<file path="src/rtl/iop_queue_pkg.sv">
// Shared widths and defaults for the micro-op queue.
// An entry is {iop, init, arg} packed MSB-first.
package iop_queue_pkg;
  localparam int IOP_W          = 32;
  localparam int INIT_W         = 3;
  localparam int ARG_W          = 16;
  localparam int ENTRY_W        = IOP_W + INIT_W + ARG_W; // 51
  localparam int DEFAULT_DEPTH  = 4;
  localparam int DEFAULT_SF_BIT = 21;
  localparam int CNT_W          = 5;  // holds 0..16

  typedef struct packed {
    logic [IOP_W-1:0]  iop;
    logic [INIT_W-1:0] init;
    logic [ARG_W-1:0]  arg;
  } entry_t;
endpackage

</file>
<file path="src/rtl/iop_queue_ram.sv">
// Queue storage: DEPTH x ENTRY_W, one synchronous write port, one
// asynchronous read port. Contents are not reset.
//   clk    : write clock
//   we     : write enable
//   waddr  : write address
//   wdata  : write data
//   raddr  : read address
//   rdata  : read data (combinational)
module iop_queue_ram
  import iop_queue_pkg::*;
#(
  parameter int DEPTH = DEFAULT_DEPTH,
  parameter int AW    = $clog2(DEPTH)
) (
  input  logic               clk,
  input  logic               we,
  input  logic [AW-1:0]      waddr,
  input  logic [ENTRY_W-1:0] wdata,
  input  logic [AW-1:0]      raddr,
  output logic [ENTRY_W-1:0] rdata
);
  logic [ENTRY_W-1:0] mem [DEPTH];

  always_ff @(posedge clk) begin
    if (we) mem[waddr] <= wdata;
  end

  assign rdata = mem[raddr];
endmodule

</file>
<file path="src/rtl/iop_queue.sv">
// Micro-op queue between decode and execute.
//   clk, a_rst            : clock, async active-low reset
//   id_feed_req, id_iop,
//   id_iop_init, id_arg   : decoder offers an entry
//   ex_feed_slot          : queue not full (registered state only)
//   ex_flush              : drop everything (wins over push/pop)
//   q_valid, q_iop,
//   q_init, q_arg         : head entry
//   ex_take               : execute consumes head
//   q_sf_pending          : some queued entry writes flags
//   q_count               : occupancy
module iop_queue
  import iop_queue_pkg::*;
#(
  parameter int DEPTH  = DEFAULT_DEPTH,
  parameter int SF_BIT = DEFAULT_SF_BIT
) (
  input  logic              clk,
  input  logic              a_rst,
  input  logic              id_feed_req,
  input  logic [IOP_W-1:0]  id_iop,
  input  logic [INIT_W-1:0] id_iop_init,
  input  logic [ARG_W-1:0]  id_arg,
  output logic              ex_feed_slot,
  input  logic              ex_flush,
  output logic              q_valid,
  output logic [IOP_W-1:0]  q_iop,
  output logic [INIT_W-1:0] q_init,
  output logic [ARG_W-1:0]  q_arg,
  input  logic              ex_take,
  output logic              q_sf_pending,
  output logic [CNT_W-1:0]  q_count
);
  localparam int AW = $clog2(DEPTH);
  localparam logic [CNT_W-1:0] DEPTH_C = CNT_W'(DEPTH);

  logic [AW-1:0]    rd_ptr_q, rd_ptr_d, wr_ptr_q, wr_ptr_d;
  logic [CNT_W-1:0] count_q, count_d, sf_cnt_q, sf_cnt_d;
  logic             push, pop, push_sf, pop_sf;
  entry_t           wr_ent, head;

  // Full blocks a push even if the head is taken in the same cycle.
  assign ex_feed_slot = (count_q < DEPTH_C);
  assign q_valid      = (count_q != '0);
  assign q_sf_pending = (sf_cnt_q != '0);
  assign q_count      = count_q;

  assign push    = id_feed_req & ex_feed_slot & ~ex_flush;
  assign pop     = ex_take & q_valid & ~ex_flush;
  assign push_sf = push & id_iop[SF_BIT];
  assign pop_sf  = pop & head.iop[SF_BIT];

  assign wr_ent = '{iop: id_iop, init: id_iop_init, arg: id_arg};
  assign q_iop  = head.iop;
  assign q_init = head.init;
  assign q_arg  = head.arg;

  iop_queue_ram #(.DEPTH(DEPTH), .AW(AW)) u_ram (
    .clk   (clk),
    .we    (push),
    .waddr (wr_ptr_q),
    .wdata (wr_ent),
    .raddr (rd_ptr_q),
    .rdata (head)
  );

  always_comb begin
    rd_ptr_d = rd_ptr_q;
    wr_ptr_d = wr_ptr_q;
    count_d  = count_q;
    sf_cnt_d = sf_cnt_q;
    if (ex_flush) begin
      rd_ptr_d = '0;
      wr_ptr_d = '0;
      count_d  = '0;
      sf_cnt_d = '0;
    end else begin
      // Power-of-two depth: pointers wrap by natural overflow.
      if (push) wr_ptr_d = wr_ptr_q + AW'(1);
      if (pop)  rd_ptr_d = rd_ptr_q + AW'(1);
      if (push && !pop)      count_d = count_q + CNT_W'(1);
      else if (pop && !push) count_d = count_q - CNT_W'(1);
      if (push_sf && !pop_sf)      sf_cnt_d = sf_cnt_q + CNT_W'(1);
      else if (pop_sf && !push_sf) sf_cnt_d = sf_cnt_q - CNT_W'(1);
    end
  end

  always_ff @(posedge clk or negedge a_rst) begin
    if (!a_rst) begin
      rd_ptr_q <= '0;
      wr_ptr_q <= '0;
      count_q  <= '0;
      sf_cnt_q <= '0;
    end else begin
      rd_ptr_q <= rd_ptr_d;
      wr_ptr_q <= wr_ptr_d;
      count_q  <= count_d;
      sf_cnt_q <= sf_cnt_d;
    end
  end
endmodule

</file>
<file path="config.mk">
export PLATFORM = sky130hd
export DESIGN_NAME = iop_queue
export DESIGN_NICKNAME = d
export VERILOG_FILES = /design/src/rtl/iop_queue_pkg.sv /design/src/rtl/iop_queue_ram.sv /design/src/rtl/iop_queue.sv
export SDC_FILE = /design/constraint.sdc
export NUM_CORES = 1
export LEC_CHECK = 0
export CAP_MARGIN = 20
export CORE_MARGIN = 2
export CORE_UTILIZATION = 50
export CTS_CLUSTER_SIZE = 16
export DETAILED_ROUTE_END_ITERATION = 16
export PLACE_DENSITY = 0.84
export SKIP_LAST_GASP = 1
export SYNTH_ARGS = -nofsm -noshare
export SYNTH_HDL_FRONTEND = slang
export SYNTH_SLANG_ARGS = --single-unit
</file>
<file path="constraint.sdc">
create_clock -name clk -period 4.5 [get_ports clk]
set_input_delay 0.675 -clock clk [delete_from_list [all_inputs] [get_ports clk]]
set_output_delay 0.675 -clock clk [all_outputs]
set_load 0.01 [all_outputs]
</file>
# After elaboration in Yosys (flattened, before gate mapping)

Memories as Yosys holds them, arrays and structs flattened.
Index checks and enable logic that the tools add are counted.

Bits in registers: 14
Input bits: 56
Logic and storage cells: 45
Output and inout bits: 59
Memories: 1
Bits in writable memories: 204

Multiplexer cells: 12
Add/sub/neg operators: 6
$lt $le $gt $ge: 1
Reductions and logical operators: 14
Bitwise logic cells: 7

Memory list:

| memory    | words | width | read ports | clocked after Yosys merged registers in | wr ports | RTL line            | text |
|---|---|---|---|---|---|---|---|
| u_ram.mem | 4     | 51    | 1          | 0                                       | 1        | iop_queue_ram.sv:22 | `logic [ENTRY_W-1:0] mem [DEPTH];` |

Operator list:

| cell                  | number |
|---|---|
| $mux W5               | 6 |
| $add A5 B1 Y5 const B | 2 |
| $reduce_bool A5 Y1    | 2 |
| $sub A5 B1 Y5 const B | 2 |
| $mux W2               | 4 |
| $and A1 B1 Y1         | 6 |
| $reduce_bool A3 Y1    | 2 |
| $lt A5 B3 Y1 const B  | 1 |
| $add A2 B1 Y2 const B | 2 |
| $logic_and A1 B1 Y1   | 4 |
| $logic_not A1 Y1      | 4 |
| $reduce_bool A2 Y1    | 2 |
| $mux W1               | 2 |
| $not A1 Y1            | 1 |

# Longest topological paths before layout

Gate-level depths: netlist of the first run.

Depth in word-level cells: 9
Mapped depth: 10
Depth with buffers taken out: 10

# Hierarchy

From an unflattened synthesis of the first run, not the netlist that was laid out.

Cells, all modules: 374
Area, all modules: 8,473.1 µm²

Modules (own cells, without submodules):

| module        | times used | cells each | area an instance (µm²) | sequential area each (µm²) |
|---|---|---|---|---|
| iop_queue_ram | 1          | 271        | 7,449.6                | 6,125.9 |
| iop_queue     | 1          | 103        | 1,023.5                | 350.3 |

# Least setup slack after synthesis of the first run

OpenSTA, ideal clock, no wires.

Path kind: reg-to-reg
Start: register count_q[4], in the netlist q_count[4]
End: register sf_cnt_q[4]
Cell stages (with the launch flop): 11
Setup time: 128 ps
Setup slack: 1,638 ps
Required time: 4,372 ps
Clock period less this slack: 2,862 ps
Buffers on the path: 0
Arrival time: 2,735 ps
Cells stage by stage: dfrtp_1 > or3_4 > inv_2 > nand3_1 > nand2b_1 > fa_1 > a21o_1 > a21oi_1 > nor3b_1 > a22oi_1 > mux2_1

Elaborated cells on any way between the ends: 15
Those cells by class: order compare: 1; mux: 2; bitwise: 6; reduce/logical: 6

RTL lines:

| item                                                           | RTL line                         | text |
|---|---|---|
| start: declaration                                             | iop_queue.sv:38                  | `logic [CNT_W-1:0] count_q, count_d, sf_cnt_q, sf_cnt_d;` |
| start signal: assignment                                       | iop_queue.sv:97                  | `count_q <= count_d;` |
| $lt A5 B3 Y1 *                                                 | iop_queue.sv:43                  | `assign ex_feed_slot = (count_q < DEPTH_C);` |
| via ex_feed_slot                                               | iop_queue.sv:24                  | `output logic ex_feed_slot,` |
| $and A1 B1 Y1 * (2 in series)                                  | iop_queue.sv:48                  | `assign push = id_feed_req & ex_feed_slot & ~ex_flush;` |
| $and A1 B1 Y1 *                                                | iop_queue.sv:50                  | `assign push_sf = push & id_iop[SF_BIT];` |
| $logic_and A1 B1 Y1 / $logic_not A1 Y1 (equally long branches) | iop_queue.sv:83, iop_queue.sv:84 |  |
| $mux W5 / $logic_and A1 B1 Y1 (equally long branches)          | iop_queue.sv:83, iop_queue.sv:84 |  |
| $mux W5 / $reduce_bool A3 Y1 (equally long branches)           | --                               |  |
| end signal: assignment                                         | iop_queue.sv:98                  | `sf_cnt_q <= sf_cnt_d;` |
| end: declaration                                               | iop_queue.sv:38                  |  |

The timed path passes the listed nets; every way through them passes the cells marked *.
A chain may end at the register's enable or synchronous reset.

# Worst setup path after layout of the first run

Start: input ex_flush
End: register sf_cnt_q[4]

Cells in the longest elaborated chain, start to end: 7
Elaborated cells on any way between the ends: 12
Those cells by class: mux: 2; bitwise: 5; reduce/logical: 5

RTL lines:

| item                | RTL line                         | text |
|---|---|---|
| start: declaration  | iop_queue.sv:25                  | `input logic ex_flush,` |
| $not A1 Y1          | iop_queue.sv:48, iop_queue.sv:49 |  |
| $and A1 B1 Y1       | iop_queue.sv:49                  | `assign pop = ex_take & q_valid & ~ex_flush;` |
| $and A1 B1 Y1       | iop_queue.sv:51                  | `assign pop_sf = pop & head.iop[SF_BIT];` |
| $logic_not A1 Y1    | iop_queue.sv:83                  | `if (push_sf && !pop_sf) sf_cnt_d = sf_cnt_q + CNT_W'(1);` |
| $logic_and A1 B1 Y1 | iop_queue.sv:83                  |  |
| $mux W5             | iop_queue.sv:83                  |  |
| $mux W5             | iop_queue.sv:72                  | `if (ex_flush) begin` |

Parallel ways exist; a longest one is shown, timed or not.

==> metrics.md, run 1 <==
| Metric | Value |
|---|---|
| Reg2reg path depth | 9 |
| Via count | 4024 |
| Initial antenna violation count | 1 |
| Worst setup margin | 1.08 ns |
| CTS hold repair buffers | 0 |
| Final hold violations | 0 |
| Antenna Cells | 0 |
| Routed wire length | ~15 mm |
| DRC viols | 0 |
| Worst EP required | 4.86 ns |
| Total track usage | roughly 17% |
| Worst Setup SP | ex_flush |
| Clock Root Buffer | clkbuf_16 |
| GRT overflow | 0 |
| Max_cap viols | 0 |
| Post-synth EDFFs | 204 |
| Mean Syn Cell Area | 23.0 µm² |
| Status | complete, no violations |
| GRT busiest layer | met2 |
| Post-DP HPWL | 9.08 mm |
| CTS tree | yes |
| Yosys warns | 0 |
| H-Tree Depth | 1 |
| Pre-CTS setup slack | 0.609 ns |
| Unique cell type count in the Yosys netlist | 38 |
| Worst reg2reg setup slack | 1.37 ns |
| Fin. max-slew vios | 0 |
| RSZ-0062 raised after global routing | no |
| Fill cells | 1097 |
| HP Class | register to register |
| Nets | 565 |
| Worst path max stage delay | 0.67 ns |
| Peak supply drop | 483 µV |
| CP Depth | 10 |
| Total negative slack | 0 ns |
| Seq/Total Area, Yosys | between 70% and 80% |
| Worst Path Buf+Inv | 1 |
| Met1 Use GR | 22.6% |
| First-pass GRT wire length | 24.0 mm |
| Tcrit/Tclk final | roughly 76% |
| Slowest cell on the critical path | clkdlybuf4s50_1 |
| CORE AREA | roughly 16000 µm² |
| Pwr dens | 563 nW/µm² |
| Clk_skew | 0.0129 ns |
| Post-synth top area cell | edfxtp_1 |
| Die Span Y | about 130 µm |
| Synth Flop Type | edfxtp_1 |
| Least-Margin Pin Slew | roughly 0.76 ns |
| Max Root-Sink Buffers | 3 |
| DRT Pass-1 Iters | 4 |
| Routability-driven placement congestion ratio | 0.767 |
| Initial core utilization | 50.8% |
| Die X | 133 µm |
| # IOs | 115 |
| Number of port buffers | 114 |
| Worst EP arrival | 3.78 ns |
| Cts repair resizes | 0 |
| Crit path to | sf_cnt_q[4]$_DFFE_PN0P_ |
| Achievable Freq | 293 MHz |
| WL/cell | 20.7 µm |
| CP Max Fanout | 14 |
| CTS clk-pin slew, worst paths | 0.06 ns |
| Top cell family by delay on the critical path | simple AND/OR/NAND/NOR gates |
| Largest net degree at the start of global routing | 53 |
| Area contributors post-synth | edfxtp_1, mux4_2, dfrtp_1, ha_1, xnor2_1 |
| Synth cell count leaders | edfxtp_1, mux4_2, dfrtp_1 |
| GR Util met2 | 30.5% |
| Reg2reg start | q_count[3]$_DFFE_PN0P_ |
| Vias per std cell | around 5.5 |
| Synth top area share | 73.3% |
| Clk sinks | ~220 |
| Cell Area, Synth | 8360 µm² |
| Die ar. | 17800 µm² |
| Type of the worst setup path | input pin to register |
| CP Capture Type | register |
| Grt met3 use | roughly 3.5% |
| Layout cells sized above 1 | 21.3% |
| Final min period | 3.42 ns |
| Worst-skew pair later-pin latency | between 0.4 and 0.5 ns |
| Floorplan row count | 47 |
| Leak | about 3.5 nW |
| Setup violators final | 0 |
| Vias in the first global route | 4457 |
| Startpoint types | input pin |
| Critical path cell sequence | clkdlybuf4s50_1, nor2b_1, nand3_1, nand2b_1, fa_1, a21o_1, a21oi_1, nor3b_1, a22oi_1, mux2_1 |
| Setup bufs post-CTS | 0 |
| Async set or reset register ratio after synthesis | under 10% |
| Relative slew margins | 49.6% |
| Most common cell in the netlist | edfxtp_1 |
| Initial DRC Count | 296 |
| Post-Syn Instances | 364 |
| Yosys reg bits | 218 |
| Total CTS buffers | 22 |
| Reg-to-reg critical path endpoint | sf_cnt_q[4]$_DFFE_PN0P_ |
| Routed Antenna Nets | 0 |
| Synthesized Nets | 433 |
| Post-layout util | ~64% |
| Area growth, synth to finish | 26.8% |
[flip-flops by register name, indices dropped and copies added (netlist names)]
name,cells
wr_ptr_q,2
q_count,5
rd_ptr_q,2
sf_cnt_q,5
u_ram.mem,204
[power breakdown]
part           leakage, nW  switching, W  internal [W]
Sequential            2.03     0.0000842       0.00238
Clock                0.373      0.000728       0.00112
Combinational         1.06      0.000742      0.000917
Total                 3.47       0.00155       0.00442
[worst reg2reg max path, delay by kind of cell (launching register included)]
kind                       cells  cell delay (ns)
muxes                          1             0.35
and+or+nand+nor                3             0.77
AOI/OAI and AO/OA              4             0.99
adders and majority gates      1             0.48
DFF                            1             0.43
[cell families (layout without fill, tap and decap cells)]
kind of cell / Yosys count / count (layout) / share of synthesized area, %
compound gates: 19 / 19 / 1.92
xor+xnor: 11 / 11 / 1.38
fa+ha+maj: 13 / 13 / 2.13
buf+inv: 17 / 165 / 0.913
flops: 218 / 218 / 77.5
mux: 55 / 55 / 14.3
simple gates: 31 / 31 / 1.92
[stage by stage]
step                      hold WS [ns]  total power (W)  std cells  cell area [µm²]
after floorplan                  0.379          0.00345        364             8360
after global placement           0.544          0.00410        691             9820
after detailed placement         0.573          0.00416        691             9820
after CTS                        0.582          0.00602        731            10600
after global routing             0.602          0.00623        732            10600
final                            0.578          0.00597        732            10600
[how the worst min path moves through the flow]
stage	from	end	slack [ns]	depth (start not counted)
floorplan	a_rst	q_count[0]$_DFFE_PN0P_	0.38	0
global placement	sf_cnt_q[3]$_DFFE_PN0P_	sf_cnt_q[3]$_DFFE_PN0P_	0.54	2
detailed placement	wr_ptr_q[1]$_DFFE_PN0P_	wr_ptr_q[1]$_DFFE_PN0P_	0.57	2
CTS	wr_ptr_q[1]$_DFFE_PN0P_	wr_ptr_q[1]$_DFFE_PN0P_	0.58	2
global route	wr_ptr_q[1]$_DFFE_PN0P_	wr_ptr_q[1]$_DFFE_PN0P_	0.60	2
finish	wr_ptr_q[1]$_DFFE_PN0P_	wr_ptr_q[1]$_DFFE_PN0P_	0.58	2
[area by class of cell]
class,instances,area (µm²),area share [%]
Clock buffer,28,634,5.99
Multi-Input combinational cell,129,1810,17.1
Tap cell,220,275,2.60
Timing Repair Buffer,121,1260,11.9
Inverter,4,15.0,0.142
Clock inverter,12,120,1.13
Sequential cell,218,6480,61.1
[per-layer routing]
metal | share of wire, % | wire (µm) | up-vias
met2 | 52 | 7930 | 103
met1 | 42 | 6320 | 2110
met3 | 4.9 | 740 | 24
met4 | 1.3 | 199 | 0
met5 | 0 | 0 | -
li1 | - | - | 1787
[cell usage in the layout (no fill, tap or decap), types with 2 or more instances in the layout]
cell type and instances:
clkbuf_8 4, dfrtp_1 12, nor2b_1 2, clkinv_2 6, nor2_1 10, nand3_1 4, clkinvlp_4 2, ha_1 11
buf_12 4, inv_1 3, a21o_1 3, a22o_1 3, mux4_2 51, and3_2 4, mux2i_1 2, xnor2_1 6
clkbuf_16 23, nand2_1 4, bufinv_16 2, clkdlybuf4s50_1 114, a21oi_1 5, xor2_1 4, edfxtp_1 204, buf_4 2
fa_1 2
(Power assumes the default switching activity.)
==> run 2, diff against run 1 <==
- clock period: 4.5 -> 3.15 ns (I/O delays scaled with it)
==> run 2 against run 1 <==
Sequential share of layout area shrank 0.22 points. Worst hold slack lost 0.19 ns. Sequential power grew 43%. Critical endpoint unchanged.
==> metrics.md, run 2 (synthesis gave the netlist of run 1 again) <==
| Metric | Value |
|---|---|
| Status | complete, no violations |
| Slowest cell on the critical path | fa_1 |
| Post-DP HPWL | 8.55 mm (-5.8%) |
| Worst path max stage delay | 0.44 ns (-0.23 ns) |
| Floorplan row count | 47 (unchanged) |
| Total track usage | 16.8% (-0.55 points) |
| GRT overflow | 0 (unchanged) |
| Pwr dens | 806 nW/µm² (+43%) |
| Routed wire length | 14.7 mm (-2.9%) |
| Leak | 3.49 nW (+0.60%) |
| Worst reg2reg setup slack | 0.18 ns (-1.19 ns) |
| Via count | 4011 (-0.32%) |
| Largest Register | u_ram.mem |
| CORE AREA | 16500 µm² (unchanged) |
| HP Class | input pin to async pin |
| DRC viols | 0 (unchanged) |
| Startpoint types | register |
| DRT Pass-1 Iters | 5 (+1) |
| Max Root-Sink Buffers | 3 (unchanged) |
| Layout cells sized above 1 | 21.2% (-0.12 points) |
| Least-Margin Pin Slew | 0.750 ns (-0.00673 ns) |
| Initial DRC Count | 267 (-9.8%) |
| Initial core utilization | 50.8% (unchanged) |
| Nets | 568 (+0.53%) |
| Final hold violations | 0 (unchanged) |
| CTS clk-pin slew, worst paths | 0.06 ns (about the same) |
| Top cell family by delay on the critical path | compound AO/OA/AOI/OAI gates |
| Number of port buffers | 114 (unchanged) |
| Die X | 133 µm (unchanged) |
| Clock Root Buffer | clkbuf_16 |
| Area growth, synth to finish | 27.3% |
| Number of flip-flops under the largest register name | 204 (unchanged) |
| Reg2reg start | q_count[3]$_DFFE_PN0P_ |
| Final min period | between 2 and 3 ns |
| WL/cell | 20.1 µm (-3.3%) |
| CP Depth | 9 (-1) |
| Max_cap viols | 0 (unchanged) |
| Footprint of the multi-input gates | 1810 µm² (+0.14%) |
| Peak supply drop | 524 µV (+8.5%) |
| Worst EP arrival | 3.34 ns (-0.44 ns) |
| CTS hold repair buffers | 0 (unchanged) |
| Relative slew margins | 50.0% (+0.45 points) |
| Die ar. | 17800 µm² (unchanged) |
| # IOs | 115 (unchanged) |
| CP Max Fanout | 5 (-9) |
| Routability-driven placement congestion ratio | 0.823 (+7.2%) |
| Largest net degree at the start of global routing | 53 (unchanged) |
| Inst Count DP | 695 (+0.58%) |
| Fill cells | 1084 (-1.2%) |
| Vias per std cell | 5.46 (-0.73%) |
| Die Span Y | 133 µm (unchanged) |
| Final instance area | 10600 µm² (+0.35%) |
| Worst-skew pair later-pin latency | 0.49 ns (about the same) |
| Setup violators final | 0 (unchanged) |
| First-pass GRT wire length | 22.9 mm (-4.4%) |
| Worst Setup SP | q_count[3]$_DFFE_PN0P_ |
| H-Tree Depth | 1 (unchanged) |
| Tcrit/Tclk final | 94.4% |
| Vias in the first global route | 4372 (-1.9%) |
| Type of the worst setup path | register to register |
| RSZ-0062 raised after global routing | no |
| Fin. max-slew vios | 0 (unchanged) |
| CP Capture Type | register |
| Achievable Freq | 336 MHz |
| Most frequent cells in the layout | edfxtp_1, clkdlybuf4s50_1, mux4_2, clkbuf_16, dfrtp_1 |
| Clk_skew | 0.00865 ns (-0.00429 ns) |
| Antenna Cells | 0 (unchanged) |
| Worst EP required | 3.51 ns (-1.35 ns) |
| Total negative slack | 0 ns (unchanged) |
| CTS tree | yes |
| Initial antenna violation count | 0 (-1) |
| Total CTS buffers | 22 (unchanged) |
| Critical path cell sequence | or3_4, o311ai_4, nand2b_2, fa_1, a21o_1, a21oi_1, nor3b_1, a22oi_1, mux2_1 |
| Routed Antenna Nets | 0 (unchanged) |
| Most common cell after layout, fill and taps aside | edfxtp_1 |
| Clk sinks | 218 (unchanged) |
| Final cell count without fillers | 735 (+0.41%) |
| Worst Path Buf+Inv | 0 (-1) |
| Reg2reg path depth | 9 (unchanged) |
| Placed Instance Area | 9850 µm² (+0.31%) |
| Sequential standard cell area | 6480 µm² (unchanged) |
run 2: worst register-to-register path, cell delays in order (launching register included):
cell and delay [ns]:
dfrtp_1 0.42, or3_4 0.42, o311ai_4 0.41, nand2b_2 0.19
fa_1 0.44, a21o_1 0.20, a21oi_1 0.18, nor3b_1 0.08
a22oi_1 0.16, mux2_1 0.34
run 2: cell type report:
cell class / instances / share of cell area (%)
tap: 220 / 2.59
clock buffer: 27 / 5.74
inverter: 4 / 0.141
timing repair buffer: 124 / 12.0
multi-input combinational: 129 / 17.0
clock inverter: 13 / 1.54
sequential: 218 / 60.9
run 2: timing repair:
action | 4_1_cts | 5_1_grt
gates resized for setup | 2 | 2
setup buffers | 0 | 0
gates cloned | 0 | 0
setup endpoints to repair | 50 | 5
run 2: per-stage QoR:
stage / hold slack, ns / total power, W / worst slack, ns / util, %
detailed placement: 0.558 / 0.00593 / 0.0217 / 59.8
floorplan: 0.177 / 0.00493 / 0.288 / -
CTS: 0.403 / 0.00867 / 0.0648 / 64.6
global route: 0.428 / 0.00893 / 0.0825 / 64.6
finish: 0.385 / 0.00857 / 0.177 / 64.6
global placement: 0.550 / 0.00585 / 0.155 / 59.8
run 2: worst paths after layout:
path / end
max: sf_cnt_q[4]$_DFFE_PN0P_
min: wr_ptr_q[1]$_DFFE_PN0P_
max reg2reg: sf_cnt_q[4]$_DFFE_PN0P_
min reg2reg: sf_cnt_q[3]$_DFFE_PN0P_
max in group asynchronous: rd_ptr_q[0]$_DFFE_PN0P_
min in group clk: sf_cnt_q[3]$_DFFE_PN0P_
run 2: report_power, final:
part / internal (W) / total, W / switching (W)
logic: 0.00130 / 0.00233 / 0.00102
registers: 0.00340 / 0.00352 / 0.000120
clock network: 0.00170 / 0.00272 / 0.00102
run 2: routing by layer:
layer | global-route usage [%] | wire length [µm] | share of wire [%]
met4 | 4.49 | 268 | 1.8
met3 | 3.58 | 812 | 5.5
met1 | 21.7 | 6040 | 41
met2 | 29.4 | 7620 | 52
met5 | 0 | 0 | 0
==> run 3, diff against run 2 <==
- CORE_UTILIZATION: 50 -> 37
- GPL_TIMING_DRIVEN: not set -> 0
- PLACE_DENSITY: 0.84 -> 0.7
- clock period: 3.15 -> 2.6 ns (I/O delays scaled with it)
==> run 3 against run 2 <==
Largest cell class unchanged. Critical path type unchanged. Wire length grew 6.0%. Non-clock buffer count grew 19. Final cell count grew 11%. Fmax grew 11%. Power grew 25%. Die area grew 34%. Clock skew grew 0.023 ns. Utilization shrank 15 points. The run now ends with setup timing left. First-iteration DRC count shrank 19%.
==> metrics.md, run 3 (synthesis gave the netlist of run 1 again) <==
| Metric | Value |
|---|---|
| Vias per std cell | 4.94 (-9.4%) |
| CP Max Fanout | 8 (+3) |
| CTS tree | yes |
| Top cell family by delay on the critical path | multiplexers |
| Nets | 588 (+3.5%) |
| Total CTS buffers | 23 (+4.5%) |
| Initial core utilization | 37.9% (-13 points) |
| Achievable Freq | 372 MHz (+11%) |
| Setup violators final | 34 (+34) |
| Startpoint types | register |
| Peak supply drop | 673 µV (+28%) |
| Final cell count without fillers | 815 (+11%) |
| Worst path max stage delay | 0.57 ns (+0.13 ns) |
| Worst EP arrival | 3.09 ns (-0.25 ns) |
| Status | finished, violations left |
| Tcrit/Tclk final | 103% (+9.1 points) |
| Reg2reg path depth | 10 (+1) |
| Vias in the first global route | 4465 (+2.1%) |
| Worst Path Buf+Inv | 1 (+1) |
| Worst setup margin | -0.0892 ns (-0.266 ns) |
| Fin. max-slew vios | 0 (unchanged) |
| Clk sinks | 218 (unchanged) |
| Final min period | 2.69 ns (-0.284 ns) |
| Die ar. | 23800 µm² (+34%) |
| Largest Register | u_ram.mem |
| CP Capture Type | register |
| Placed Instance Area | 9950 µm² (+1.1%) |
| Total track usage | 13.4% (-3.4 points) |
| Largest net degree at the start of global routing | 29 (-45%) |
| Pwr dens | 984 nW/µm² (+22%) |
| GRT overflow | 0 (unchanged) |
| CTS hold repair buffers | 0 (unchanged) |
| Final hold violations | 0 (unchanged) |
| Most frequent cells in the layout | edfxtp_1, clkdlybuf4s50_1, mux4_2, clkbuf_16 |
| Least-Margin Pin Slew | 0.730 ns (-0.0200 ns) |
| Die Span Y | 154 µm (+16%) |
| Via count | 4028 (+0.42%) |
| DRT Pass-1 Iters | 4 (-1) |
| DRC viols | 0 (unchanged) |
| CTS clk-pin slew, worst paths | 0.06 ns (about the same) |
| Routability-driven placement congestion ratio | 0.760 (-7.7%) |
| Total negative slack | -0.775 ns (-0.775 ns) |
| Routed Antenna Nets | 0 (unchanged) |
| CORE AREA | 22000 µm² (+34%) |
| CP Depth | 10 (+1) |
| Clk_skew | 0.0321 ns (+0.0234 ns) |
| Routed wire length | 15.6 mm (+6.0%) |
| Leak | 3.60 nW (+3.3%) |
| Number of flip-flops under the largest register name | 204 (unchanged) |
| Inst Count DP | 762 (+9.6%) |
| Relative slew margins | 51.4% (+1.3 points) |
| WL/cell | 19.2 µm (-4.4%) |
| Post-DP HPWL | 9.82 mm (+15%) |
| Type of the worst setup path | register to register |
| # IOs | 115 (unchanged) |
| Failing checks | setup timing |
| Final Total Pwr | 0.0108 W (+25%) |
| Worst EP required | 3.00 ns (-0.51 ns) |
| Initial DRC Count | 216 (-19%) |
| HP Class | input pin to async pin |
| Die X | 154 µm (+16%) |
| RSZ-0062 raised after global routing | yes |
| Most common cell after layout, fill and taps aside | edfxtp_1 |
| Max_cap viols | 0 (unchanged) |
| Slowest cell on the critical path | mux4_2 |
| Area growth, synth to finish | 30.8% |
| Number of port buffers | 114 (unchanged) |
| Layout cells sized above 1 | 24.9% (+3.7 points) |
| Antenna Cells | 0 (unchanged) |
| Critical path cell sequence | buf_6, mux4_2, o311ai_4, nand2b_4, fa_2, a21o_1, a21oi_2, nor3b_2, a22oi_2, mux2_4 |
| H-Tree Depth | 1 (unchanged) |
| Floorplan row count | 54 (+15%) |
| Fill cells | 1775 (+64%) |
| Worst-skew pair later-pin latency | 0.51 ns (+0.02 ns) |
| Clock Root Buffer | clkbuf_16 |
| Max Root-Sink Buffers | 3 (unchanged) |
| First-pass GRT wire length | 24.8 mm (+8.0%) |
| Initial antenna violation count | 0 (unchanged) |
| Final instance area | 10900 µm² (+2.7%) |
[run 3: cell types whose count changed in the layout (fill, tap and decap cells not counted), sizes merged, moves of 2 or more]
| cell | previous run | this run |
|---|---|---|
| clkinvlp | 0 | 2 |
| buf | 10 | 22 |
| clkbuf | 27 | 34 |
| clkdlybuf4s50 | 114 | 112 |
| clkinv | 9 | 6 |
[run 3: path summary, 6_finish.rpt]
path                                         start                         end  slack (ns)
setup / recovery           rd_ptr_q[0]$_DFFE_PN0P_     sf_cnt_q[4]$_DFFE_PN0P_       -0.09
hold / removal                               a_rst     sf_cnt_q[3]$_DFFE_PN0P_        0.29
setup reg to reg           rd_ptr_q[0]$_DFFE_PN0P_     sf_cnt_q[4]$_DFFE_PN0P_       -0.09
hold reg to reg            sf_cnt_q[3]$_DFFE_PN0P_     sf_cnt_q[3]$_DFFE_PN0P_        0.57
max in group asynchronous                    a_rst     rd_ptr_q[1]$_DFFE_PN0P_        1.84
min in group clk                        id_iop[12]  u_ram.mem[3][31]$_DFFE_PP_        0.51
[run 3: cell type report]
| type | count | area [µm²] | area share (%) |
|---|---|---|---|
| well taps | 280 | 350 | 3.21 |
| clock inverters | 14 | 203 | 1.85 |
| clock buffers | 27 | 591 | 5.40 |
| multi-input cells | 129 | 1850 | 17.0 |
| inverters | 4 | 20.0 | 0.183 |
| plain buffers | 12 | 111 | 1.02 |
| flip-flops and latches | 218 | 6480 | 59.3 |
| repair buffers | 131 | 1320 | 12.1 |
[run 3: routing by layer]
layer  global-route usage, %  routed length (µm)  part of all wire, %  vias to the layer above
met5                       0                   0                    0                        -
met4                    3.09                 282                  1.8                        0
met3                    3.05                 781                  5.0                       22
met2                    23.1                7900                   51                       87
met1                    17.4                6650                   43                     2090
li1                        -                   -                    -                     1829
[run 3: stage by stage]
step / setup slack, ns / hold WS [ns] / utilization (%)
2_1_floorplan: -0.159 / 0.0944 / -
3_3_place_gp: -0.492 / 0.544 / 44.8
3_5_place_dp: -0.595 / 0.568 / 45.2
4_1_cts: -0.154 / 0.295 / 49.4
5_1_grt: -0.189 / 0.331 / 49.6
6_report: -0.0892 / 0.286 / 49.6
[run 3: timing repair]
action | CTS | global route
endpoints found under the setup margin | 52 | 52
setup buffers | 8 | 5
pin swaps | 7 | 3
gates cloned | 0 | 0
resized for setup | 27 | 6
[run 3: report_power, final]
group / switching [W] / leakage (nW) / total [W] / internal, W
combinational: 0.00134 / 1.19 / 0.00310 / 0.00176
sequential: 0.000140 / 2.03 / 0.00426 / 0.00412
clock: 0.00127 / 0.378 / 0.00339 / 0.00212
